$ cat src/rtl/ldl_rr_arbiter.sv
// Round-robin arbiter: one grant held per transaction, ring-rotating priority.
// Optional watchdog release compiled in with LDL_RR_ARBITER_TIMEOUT_EN.
module ldl_rr_arbiter #(
    parameter int WIDTH   = 8,
    parameter int TIMEOUT = 255
) (
    input  logic                                   clk,
    input  logic                                   rstn,
    input  logic [WIDTH-1:0]                       req,
    input  logic                                   done,
    output logic [WIDTH-1:0]                       grant,
    output logic [((WIDTH>1)?$clog2(WIDTH):1)-1:0] grant_idx,
    output logic                                   busy,
    output logic [((WIDTH>1)?$clog2(WIDTH):1)-1:0] ptr,
    output logic                                   timeout
);

    localparam int IW = (WIDTH > 1) ? $clog2(WIDTH) : 1;

    if (WIDTH < 1 || TIMEOUT < 1) begin : g_bad_param
        $error("ldl_rr_arbiter: WIDTH and TIMEOUT must be >= 1");
    end

    typedef enum logic {IDLE, BUSY} state_t;

    state_t           state_q, state_d;
    logic [WIDTH-1:0] grant_q, grant_d;
    logic [IW-1:0]    idx_q, idx_d;
    logic [IW-1:0]    ptr_q, ptr_d;
    logic [IW-1:0]    ptr_nx;
    logic [IW-1:0]    pick_cur;
    logic [IW-1:0]    pick_nx;
    logic             rel;
    logic             hit;

    // First requester in ring order starting at p (modulo WIDTH).
    function automatic logic [IW-1:0] sel(input logic [WIDTH-1:0] r,
                                          input logic [IW-1:0]    p);
        int j;
        sel = '0;
        for (int k = WIDTH - 1; k >= 0; k--) begin
            j = int'(p) + k;
            if (j >= WIDTH) j = j - WIDTH;
            if (r[j]) sel = IW'(j);
        end
    endfunction

    // Candidate winners for fresh and back-to-back arbitration.
    always_comb begin
        ptr_nx   = (idx_q == IW'(WIDTH - 1)) ? '0 : idx_q + IW'(1);
        pick_cur = sel(req, ptr_q);
        pick_nx  = sel(req, ptr_nx);
        rel      = (state_q == BUSY) && (done || !req[idx_q] || hit);
    end

    // Next-state and grant selection.
    always_comb begin
        state_d = state_q;
        grant_d = grant_q;
        idx_d   = idx_q;
        ptr_d   = ptr_q;
        unique case (state_q)
            IDLE: begin
                if (|req) begin
                    state_d = BUSY;
                    idx_d   = pick_cur;
                    grant_d = WIDTH'(1) << pick_cur;
                end
            end
            BUSY: begin
                if (rel) begin
                    ptr_d = ptr_nx;
                    if (|req) begin
                        idx_d   = pick_nx;
                        grant_d = WIDTH'(1) << pick_nx;
                    end else begin
                        state_d = IDLE;
                        grant_d = '0;
                    end
                end
            end
            default: state_d = IDLE;
        endcase
    end

    // Arbiter state registers.
    always_ff @(posedge clk or negedge rstn) begin
        if (!rstn) begin
            state_q <= IDLE;
            grant_q <= '0;
            idx_q   <= '0;
            ptr_q   <= '0;
        end else begin
            state_q <= state_d;
            grant_q <= grant_d;
            idx_q   <= idx_d;
            ptr_q   <= ptr_d;
        end
    end

`ifdef LDL_RR_ARBITER_TIMEOUT_EN
    localparam int CW = $clog2(TIMEOUT + 1);

    logic [CW-1:0] cnt_q, cnt_d;
    logic          tmo_q, tmo_d;

    // Watchdog: count held cycles, force release on the TIMEOUT-th one.
    always_comb begin
        hit   = (state_q == BUSY) && (cnt_q == CW'(TIMEOUT - 1));
        tmo_d = hit && !done;
        cnt_d = '0;
        if (state_q == BUSY && !rel) cnt_d = cnt_q + CW'(1);
    end

    // Watchdog registers.
    always_ff @(posedge clk or negedge rstn) begin
        if (!rstn) begin
            cnt_q <= '0;
            tmo_q <= 1'b0;
        end else begin
            cnt_q <= cnt_d;
            tmo_q <= tmo_d;
        end
    end

    assign timeout = tmo_q;
`else
    assign hit     = 1'b0;
    assign timeout = 1'b0;
`endif

    assign grant     = grant_q;
    assign grant_idx = idx_q;
    assign busy      = (state_q == BUSY);
    assign ptr       = ptr_q;

endmodule

$ cat config.mk
export PLATFORM = sky130hd
export DESIGN_NAME = ldl_rr_arbiter
export DESIGN_NICKNAME = d
export VERILOG_FILES = /design/src/rtl/ldl_rr_arbiter.sv
export SDC_FILE = /design/constraint.sdc
export NUM_CORES = 1
export LEC_CHECK = 0
export ABC_AREA = 1
export BUFFER_PORTS_ARGS = -buffer_cell sky130_fd_sc_hd__buf_2
export CAP_MARGIN = 30
export CORE_ASPECT_RATIO = 0.5
export CORE_MARGIN = 8
export CORE_UTILIZATION = 33
export DETAILED_ROUTE_END_ITERATION = 8
export SLEW_MARGIN = 20
export SYNTH_ARGS = -nofsm -noshare
export SYNTH_HDL_FRONTEND = slang
export SYNTH_SLANG_ARGS = --single-unit
$ cat constraint.sdc
create_clock -name clk -period 3.3 [get_ports clk]
set_input_delay 0.495 -clock clk [delete_from_list [all_inputs] [get_ports clk]]
set_output_delay 0.495 -clock clk [all_outputs]
set_load 0.02 [all_outputs]
==> results.cfg <==
[sta]
worst_hold_slack_ns = 0.155
slew_violations = 0
tightest_slew_ns = 0.540
rsz0062_at_grt = no
finalSetupViolCount = 0
period_share = 0.906
worst_slack_ns = 0.309
fin_worst_skew_ns = 0.00143
timing.fmax_mhz = 334
hold_viol = 0
period_minus_slack_ns = 2.99
maxSlewHeadroom = 0.637
fin_tns_setup_ns = 0

[finish]
area_delta_synth_final_pct = 12.4
fin_area_um2 = 2520
final_cell_mix = nand2_1, nand3_1, inv_1, nor2_1, buf_2
finalNetCount = 449
drive_above_1_share = 0.158
antenna_cells = 0
final_common_cell = nand2_1

[worst_setup_path]
path_class = flip-flop to flip-flop
max_stage_delay_ns = 0.42
cpMostUsedCell = nand2_1
cp-start-kind = flip-flop
endpoint_kind = flip-flop
crit_required_ns = 3.43
path_cells = ha_1 -> ha_1 -> inv_2 -> nand2_4 -> inv_2 -> ha_1 -> xor2_1 -> inv_1 -> nand3_1 -> nand2_1 -> a21oi_1 -> nand2_1 -> nand2_1 -> nand2_1 -> nand2_1 -> nand2_2 -> nand2_2 -> nand2_4 -> nand3_1 -> nand2_1 -> nand2_1 -> nand2_1
cp_slowest_cell = dfrtp_1
cp_data_arrival_time_ns = 3.12
critPathMaxFanout = 12

[clock_tree]
clk_pin_slew_ns = 0.05
cts_resized = 0
root_buffer = clkbuf_16
cts.sinks = 15
numCtsBuffers = 3
h-tree-depth = 1
postCtsSetupBuffers = 0
clk_latency_ns = 0.24
cts_tree = built
postCtsHoldBufs = 0
cts_max_path_buffers = 2

[yosys]
synth-main-ff-cell = dfrtp_1
synth_edf_count = 0
ys_types = 32
syn_avg_cell_area_um2 = 5.52
yosys_warnings = 0
yosysSeqAreaShare = 0.167
synth_cells = 407
ys_ff_latch = 15
async_flop_share = 1.00
syn_nets = 424
syn_area_um2 = 2250

[die]
rows = 21
die_area_um2 = 9870
core-area_um2 = 6650
die_h_um = 74.4
start_util = 0.338
die_w_um = 133
io_pins = 27

[detailed_routing]
routedWlPerCell_um = 11.7
vias = 2474
drt_iter0_drc = 217
drt_wl_total_um = 6140
viasPerCell = 4.73
drc = 0
dr.pass1.iters = 5
drtAntennaViolNets = 0

[global_route]
grt_max_degree = 16
grt_pass1_wl_um = 10700
antenna_found_initial = 0
grtUsageTotal = 0.128
gr-total-overflow = 0
grt_pass1_vias = 2326

[placed_design]
pre_cts_ws_ns = 0.373
io_buffers = 25
gp_congestion = 0.867
dp_hpwl_um = 5060
postPlaceCellArea_um2 = 2450

[run]
maxCapViolCount = 0

[worst_hold_path]
hold_path_class = primary input to async pin

[run_status]
outcome = finished clean
## metal layers
metal | up-vias | part of all wire | global-route usage
met5 | - | 0 | 0
met1 | 1099 | 0.52 | 0.175
li1 | 1336 | - | -
met4 | 0 | 0.0042 | 0.0187
met3 | 5 | 0.028 | 0.0108
met2 | 34 | 0.45 | 0.221
## synthesized netlist by cell type (3+ instances only)
master   count  area [um2]
nand3_2      4        40.0
inv_1       49         184
buf_4        3        22.5
a21oi_1     20         100
nand2_4      4        45.0
ha_1         6        75.1
nand2_1    145         544
buf_2        3        15.0
o21ai_1      3        15.0
o21ai_0      7        35.0
inv_2        9        33.8
nand3_1     69         345
nor2_1      33         124
nand4_1      3        18.8
nand2_2     13        81.3
dfrtp_1     15         375
## flip-flops by register name, indices dropped and copies added, names as in the netlist
name	cells
busy	1
grant	8
grant_idx	3
ptr	3
## final timing paths
kind | start | endpoint | slack, ns | cells past startpoint
max reg2reg | grant_idx[1] | grant[2] | 0.31 | 22
min | rstn | grant[2] | 0.16 | 1
max | grant_idx[1] | grant[2] | 0.31 | 22
min reg2reg | grant[2] | grant[2] | 0.50 | 2
max in group asynchronous | rstn | ptr[0] | 2.89 | 1
min in group clk | grant[2] | grant[2] | 0.50 | 2
## cell families (layout without fill, tap and decap cells)
kind of cell	Yosys count	in the layout	share of synthesized area
simple gates	278	278	0.560
fa+ha+maj	6	6	0.0334
buf+inv	67	91	0.128
other cells	1	1	0.00167
compound gates	36	36	0.0941
flops	15	15	0.167
xor+xnor	4	4	0.0156
## per-stage QoR
stage | utilization | std cells
after CTS | 0.380 | 523
after global routing | 0.380 | 523
final | 0.380 | 523
after detailed placement | 0.368 | 519
after floorplan | - | 407
after global placement | 0.368 | 519
## area by class of cell
type / count / area, um2
flip-flops and latches: 15 / 375
well taps: 92 / 115
repair buffers: 28 / 148
fillers: 741 / 4120
inverters: 59 / 224
clock buffers: 4 / 78.8
multi-input cells: 325 / 1580
## worst max-delay path: cells and delay by family (launching register included)
family | cells | cell delay, ns
adder cells (fa/ha/maj) | 3 | 0.64
AO/OA/AOI/OAI | 1 | 0.13
flip-flops | 1 | 0.42
buffers and inverters | 3 | 0.39
AND/OR/NAND/NOR | 14 | 1.05
XOR/XNOR | 1 | 0.23
Power is not shown: default switching activity piles up to over one toggle a cycle in this logic, so the estimate is an artifact.
